### src/rtl/sysrow_pkg.sv
// rtl/sysrow_pkg.sv - shared state enum, datapath widths and width helpers for the SysRow sequencer
package sysrow_pkg;

    localparam int DATA_W = 8;
    localparam int SUM_W  = 16;

    typedef enum logic [2:0] {
        ST_IDLE,
        ST_LOAD,
        ST_STREAM,
        ST_DRAIN,
        ST_DONE
    } seq_state_e;

    function automatic int w_bits(input int cells);
        return DATA_W * cells;
    endfunction

    function automatic int sum_bits(input int cells);
        return SUM_W * cells;
    endfunction

    // Width of a counter that runs 0 .. cells-1
    function automatic int cnt_bits(input int cells);
        return (cells < 2) ? 1 : $clog2(cells);
    endfunction

endpackage

### src/rtl/sysrow_deskew.sv
// rtl/sysrow_deskew.sv - per-column delay lines and valid shift register that realign SysRow outputs
module sysrow_deskew
    import sysrow_pkg::*;
#(
    parameter int ROW_WIDTH = 4
)
(
    input  logic                          clk,
    input  logic                          rst_n,
    input  logic                          in_valid,
    input  logic [SUM_W*ROW_WIDTH-1:0]    mac_in,
    output logic [SUM_W*ROW_WIDTH-1:0]    res,
    output logic                          res_valid
);

    logic [ROW_WIDTH-1:0]       vld_q;
    logic [ROW_WIDTH-1:0]       vld_d;
    logic [SUM_W*ROW_WIDTH-1:0] tap;

    // Valid follows the word through ROW_WIDTH stages, matching the slowest column
    always_comb begin
        vld_d = (vld_q << 1) | ROW_WIDTH'(in_valid);
    end

    // Valid pipeline register
    always_ff @(posedge clk) begin
        if (!rst_n) vld_q <= '0;
        else        vld_q <= vld_d;
    end

    // Column k arrives k+1 cycles after transfer, so it waits ROW_WIDTH-1-k more
    for (genvar k = 0; k < ROW_WIDTH; k++) begin : g_col
        localparam int DLY = ROW_WIDTH - 1 - k;
        if (DLY == 0) begin : g_pass
            assign tap[k*SUM_W +: SUM_W] = mac_in[k*SUM_W +: SUM_W];
        end else begin : g_dly
            logic [SUM_W-1:0] line_q [DLY];
            logic [SUM_W-1:0] line_d [DLY];

            // Shift the column's partial result one slot per cycle
            always_comb begin
                line_d[0] = mac_in[k*SUM_W +: SUM_W];
                for (int i = 1; i < DLY; i++) line_d[i] = line_q[i-1];
            end

            // Delay-line register
            always_ff @(posedge clk) begin
                if (!rst_n) begin
                    for (int i = 0; i < DLY; i++) line_q[i] <= '0;
                end else begin
                    line_q <= line_d;
                end
            end

            assign tap[k*SUM_W +: SUM_W] = line_q[DLY-1];
        end
    end

    assign res_valid = vld_q[ROW_WIDTH-1];
    // Zero when idle so stale or unknown SysRow values never reach the consumer
    assign res       = res_valid ? tap : '0;

endmodule

### src/rtl/sysrow_seq.sv
// rtl/sysrow_seq.sv - job sequencer driving one SysRow; optional perf counter under SYSROW_SEQ_PERF_EN
module sysrow_seq
    import sysrow_pkg::*;
#(
    parameter int ROW_WIDTH = 4,
    parameter int LEN_W     = 8
)
(
    input  logic                          clk,
    input  logic                          rst_n,
    input  logic                          start,
    input  logic [LEN_W-1:0]              len,
    input  logic [DATA_W*ROW_WIDTH-1:0]   weights,
    input  logic [SUM_W*ROW_WIDTH-1:0]    bias,
    input  logic [DATA_W-1:0]             din,
    input  logic                          din_valid,
    output logic                          din_ready,
    output logic                          row_active,
    output logic [DATA_W-1:0]             row_data,
    output logic [DATA_W*ROW_WIDTH-1:0]   row_w,
    output logic [ROW_WIDTH-1:0]          row_wren,
    output logic [SUM_W*ROW_WIDTH-1:0]    row_sum,
    input  logic [SUM_W*ROW_WIDTH-1:0]    row_mac,
    output logic [SUM_W*ROW_WIDTH-1:0]    res,
    output logic                          res_valid,
    output logic                          busy,
    output logic                          done,
    output logic [31:0]                   perf_cycles
);

    localparam int WW = w_bits(ROW_WIDTH);
    localparam int SW = sum_bits(ROW_WIDTH);
    localparam int CW = cnt_bits(ROW_WIDTH);
    localparam logic [CW-1:0] DRAIN_LAST = CW'(ROW_WIDTH - 1);

    seq_state_e       state_q, state_d;
    logic [LEN_W-1:0] rem_q, rem_d;
    logic [WW-1:0]    w_q, w_d;
    logic [SW-1:0]    bias_q, bias_d;
    logic [CW-1:0]    drain_q, drain_d;
    logic             xfer;

    // Next-state, captured job parameters and SysRow weight-load controls
    always_comb begin
        state_d   = state_q;
        rem_d     = rem_q;
        w_d       = w_q;
        bias_d    = bias_q;
        drain_d   = drain_q;
        din_ready = 1'b0;
        row_wren  = '0;
        row_w     = '0;
        xfer      = 1'b0;
        case (state_q)
            ST_IDLE: begin
                if (start) begin
                    state_d = ST_LOAD;
                    rem_d   = len;
                    w_d     = weights;
                    bias_d  = bias;
                end
            end
            ST_LOAD: begin
                row_wren = '1;
                row_w    = w_q;
                drain_d  = '0;
                state_d  = (rem_q == '0) ? ST_DRAIN : ST_STREAM;
            end
            ST_STREAM: begin
                din_ready = (rem_q != '0);
                xfer      = din_valid && din_ready;
                if (xfer) begin
                    rem_d = rem_q - LEN_W'(1);
                    if (rem_q == LEN_W'(1)) state_d = ST_DRAIN;
                end
            end
            ST_DRAIN: begin
                drain_d = drain_q + CW'(1);
                if (drain_q == DRAIN_LAST) state_d = ST_DONE;
            end
            ST_DONE: begin
                state_d = ST_IDLE;
            end
            default: begin
                state_d = ST_IDLE;
            end
        endcase
    end

    // Sequencer state and captured registers
    always_ff @(posedge clk) begin
        if (!rst_n) begin
            state_q <= ST_IDLE;
            rem_q   <= '0;
            w_q     <= '0;
            bias_q  <= '0;
            drain_q <= '0;
        end else begin
            state_q <= state_d;
            rem_q   <= rem_d;
            w_q     <= w_d;
            bias_q  <= bias_d;
            drain_q <= drain_d;
        end
    end

    assign busy       = (state_q != ST_IDLE);
    assign done       = (state_q == ST_DONE);
    assign row_active = xfer;
    assign row_data   = xfer ? din : '0;
    assign row_sum    = busy ? bias_q : '0;

    sysrow_deskew #(
        .ROW_WIDTH (ROW_WIDTH)
    ) u_deskew (
        .clk       (clk),
        .rst_n     (rst_n),
        .in_valid  (xfer),
        .mac_in    (row_mac),
        .res       (res),
        .res_valid (res_valid)
    );

`ifdef SYSROW_SEQ_PERF_EN
    logic [31:0] perf_q, perf_d;

    // Busy-cycle count, restarted by each accepted job and held at its maximum
    always_comb begin
        perf_d = perf_q;
        if (state_q == ST_IDLE) begin
            if (start) perf_d = '0;
        end else if (perf_q != '1) begin
            perf_d = perf_q + 32'd1;
        end
    end

    // Perf counter register
    always_ff @(posedge clk) begin
        if (!rst_n) perf_q <= '0;
        else        perf_q <= perf_d;
    end

    assign perf_cycles = perf_q;
`else
    assign perf_cycles = '0;
`endif

endmodule

### config.mk
export PLATFORM = sky130hd
export DESIGN_NAME = sysrow_seq
export DESIGN_NICKNAME = d
export VERILOG_FILES = /design/src/rtl/sysrow_pkg.sv /design/src/rtl/sysrow_deskew.sv /design/src/rtl/sysrow_seq.sv
export SDC_FILE = /design/constraint.sdc
export NUM_CORES = 1
export LEC_CHECK = 0
export ABC_CLOCK_PERIOD_IN_PS = 2600
export CAP_MARGIN = 25
export CORE_MARGIN = 10
export CORE_UTILIZATION = 41
export DETAILED_ROUTE_END_ITERATION = 12
export PLACE_DENSITY = 0.88
export SLEW_MARGIN = 10
export SYNTH_ARGS = -nofsm -noshare
export SYNTH_HDL_FRONTEND = slang
export SYNTH_SLANG_ARGS = --single-unit
### constraint.sdc
create_clock -name clk -period 2.6 [get_ports clk]
set_input_delay 0.39 -clock clk [delete_from_list [all_inputs] [get_ports clk]]
set_output_delay 0.39 -clock clk [all_outputs]
set_load 0.02 [all_outputs]
==> results by group <==
Run status
  – Status: completed

Critical path
  – CP Class: reg -> out
  – Worst reg2reg path depth: 7
  – Critical path's top delay family: buffers and inverters
  – R2r startpoint: rem_q[0]$_SDFFE_PN0P_
  – Largest stage delay on the critical path: 0.53 ns
  – Peak fanout along the critical path: 32
  – Stages on the worst setup path: 5
  – Startpoint class of the critical path: flop
  – Worst path arrival time: 2.13 ns
  – Cells along the critical path: nor3_2 > inv_1 > buf_8 > and2_1 > clkdlybuf4s50_1
  – CP max-delay cell: clkdlybuf4s50_1
  – RR Endpoint: rem_q[0]$_SDFFE_PN0P_
  – Reg2reg setup slack: 0.71 ns
  – Crit. End Element: output port
  – Critical path buffers and inverters: 3
  – Worst Path Required: 2.21 ns

Clock tree
  – Root Buffer: clkbuf_16
  – H-tree depth: 1
  – Clock Latency Late Sink: 0.50 ns
  – Cts bufs inserted: 23
  – Clock sinks: 209
  – Hold Buf Count CTS: 0
  – Worst-path clk slew: 0.06 ns
  – Max clock buf depth: 3
  – TritonCTS clock tree: yes

Power and ir drop
  – VDD IR max: 490 uV
  – Static leakage: 0.00654 uW
  – PwrDens: 774 nW/um2

Hold path
  – Min-delay src: rst_n
  – WHS Endpoint: drain_q[1]$_SDFFE_PN0P_
  – Hold Crit Class: in -> reg
  – Worst Hold Path Cells: 3

Drt
  – DR vias: 7277
  – Drt wl/cell: 16.8 um
  – Drt first pass iters: 4
  – DRC: 0
  – Starting DRC count in detailed routing: 411
  – WL final: 26400 um
  – DR vias/cell: 4.64
  – Final antenna-violating net count: 0

Logic synthesis
  – Dominant cell by count in the synthesized netlist: and2_1
  – Synth top area share: 51.0%
  – Number of synthesized register bits: 209
  – Commonest register cell after synthesis: dfxtp_1
  – Register area share after synthesis: 51.0%
  – Distinct cell type count after synthesis: 43
  – Ys async rst share: 0%
  – Post-synth top area cell: dfxtp_1
  – Synth top cells by count: and2_1, dfxtp_1, nand2_1
  – EDFF count, synth: 0
  – Synthesized area per cell: 8.52 um2
  – Mapped cell area: 8200 um2
  – Syn Inst Count: 962
  – Yosys warnings: 0
  – Ranking of synthesized cells by area: dfxtp_1, and2_1, nand2_1, a21oi_1, buf_4

Floorplanning
  – Core area: 19600 um2
  – Io pins: 389
  – Initial Util: 41.9%
  – Die Area: 26100 um2
  – Die height: 161 um
  – Row count: 51
  – Die X: 161 um

Global routing
  – Largest net degree at the start of global routing: 109
  – Initial antenna violation count: 0
  – Grt ovf: 0
  – GRT Total Usage: 18.9%
  – Vias in the first global route: 7485
  – First-pass GRT wire length: 40400 um

Place
  – Placer Congestion: 0.821
  – Post-DP HPWL: 19400 um
  – Cell total after placement: 1529
  – # port buffers: 356

STA
  – Final period utilization: 97.0%
  – Slew @ Worst Pin: 0.758 ns
  – RSZ-0062 raised after global routing: false
  – Final min period: 2.52 ns
  – Final hold vios: 0
  – Slew Limit Headroom: 49.5%
  – Clock skew: 0.00860 ns
  – Max-slew violations: 0
  – Final setup violation count: 0
  – Total negative slack: 0 ns
  – Fmax: 397 MHz

Layout
  – Layout cells sized above 1: 6.67%
  – Fin nets: 1475
  – Finished Layout Cells: 1569
  – Ant diodes: 0
  – Area Overhead vs Synth: 56.9%

Job
  – Max-Cap Viols: 0
-- sequential cells by signal (all words and copies together) (netlist names) --
signal and flops:
bias_q 64, u_deskew.g_col.g_dly.line_d 48, u_deskew.g_col.g_dly.line_q 48, w_q 32, rem_q 8, u_deskew.vld_q 4, state_q 3, drain_q 2
-- worst max path at each step --
| stage | endpoint | startpoint | slack, ns |
|---|---|---|---|
| 3_3_place_gp | row_data[7] | rem_q[0]$_SDFFE_PN0P_ | 0.12 |
| 5_1_grt | row_sum[33] | state_q[2]$_SDFFE_PN0P_ | 0.0006 |
| 4_1_cts | row_w[13] | state_q[0]$_SDFFE_PN0P_ | 0.003 |
| 2_1_floorplan | row_data[0] | rem_q[0]$_SDFFE_PN0P_ | 0.45 |
| 3_5_place_dp | row_data[4] | rem_q[0]$_SDFFE_PN0P_ | 0.03 |
| 6_report | row_sum[33] | state_q[2]$_SDFFE_PN0P_ | 0.08 |
-- through the flow --
| step | setup slack (ns) | total power, uW | hold WS, ns | instance area [um2] | util, % |
|---|---|---|---|---|---|
| after floorplan | 0.450 | 5460 | 0.412 | 8320 | - |
| after global placement | 0.117 | 6570 | 0.413 | 11900 | 60.6 |
| after detailed placement | 0.0290 | 6640 | 0.417 | 11900 | 60.6 |
| after CTS | 0.00263 | 10100 | 0.270 | 12600 | 64.6 |
| after global routing | 0.000610 | 10500 | 0.309 | 12900 | 65.7 |
| final | 0.0780 | 9960 | 0.290 | 12900 | 65.7 |
-- layout make-up --
type	instances	area (um2)
clock buffers	32	689
clock inverters	6	115
fillers	1527	6730
inverters	6	26.3
multi-input cells	674	3580
flip-flops and latches	209	4190
well taps	265	332
repair buffers	377	3930
-- metal layers --
metal / vias up / routed length, um / GRT usage (%) / part of all wire (%)
li1: 3614 / - / - / -
met1: 3316 / 9650 / 19.5 / 37
met2: 287 / 13100 / 33.9 / 50
met3: 60 / 2770 / 7.78 / 10
met4: 0 / 885 / 6.16 / 3.3
met5: - / 0 / 0 / 0
-- cells by family (layout without fill, tap and decap cells) --
group	after synthesis	in the layout	share of synthesized area (%)
simple gates	508	508	32.3
flops	209	209	51.0
compound gates	129	129	8.88
buf+inv	110	421	7.00
fa+ha+maj	4	4	0.610
other cells	1	32	0.0457
mux	1	1	0.122
-- cells in the final DEF (no fill, tap or decap), types with 2 or more instances in the layout --
cell type / synthesis / final
inv_1: 4 / 3
o22ai_1: 3 / 3
clkbuf_16: 0 / 23
clkbuf_8: 0 / 8
nand2b_1: 2 / 2
conb_1: 1 / 32
clkdlybuf4s50_1: 0 / 250
nand3_1: 2 / 2
nand2_1: 205 / 204
nand3b_1: 3 / 3
dfxtp_2: 0 / 2
dfxtp_1: 209 / 206
bufinv_16: 0 / 3
nor3b_1: 3 / 3
nor3_1: 5 / 4
o21ai_0: 4 / 4
and2_1: 270 / 269
dlymetal6s2s_1: 0 / 81
o32ai_1: 2 / 2
a31oi_1: 2 / 2
a21oi_1: 103 / 103
ha_1: 4 / 4
buf_4: 36 / 14
buf_12: 0 / 5
buf_2: 13 / 9
dlygate4sd2_1: 0 / 15
nor2_1: 11 / 10
a221oi_1: 3 / 3
-- worst reg2reg max path: stages, from the launching register on --
cell and delay, ns:
dfxtp_1 0.34, inv_2 0.07, ha_1 0.16, or3b_4 0.41, o211ai_4 0.21, buf_4 0.20
nand2_1 0.10, a221oi_1 0.30
-- report_power, final --
group | leakage [uW] | total [uW] | internal, uW | switching, uW
clock | 0.000393 | 3380 | 2130 | 1250
combinational | 0.00443 | 2820 | 1230 | 1590
sequential | 0.00172 | 3760 | 3560 | 194
total | 0.00654 | 9960 | 6930 | 3030
-- timing repair --
action                                  4_1_cts  5_1_grt
endpoints found under the setup margin      107       92
resized for setup                            55       87
pin swaps                                     1        1
setup buffers                                 1        1
No activity file was read; power rests on OpenSTA's default activity.
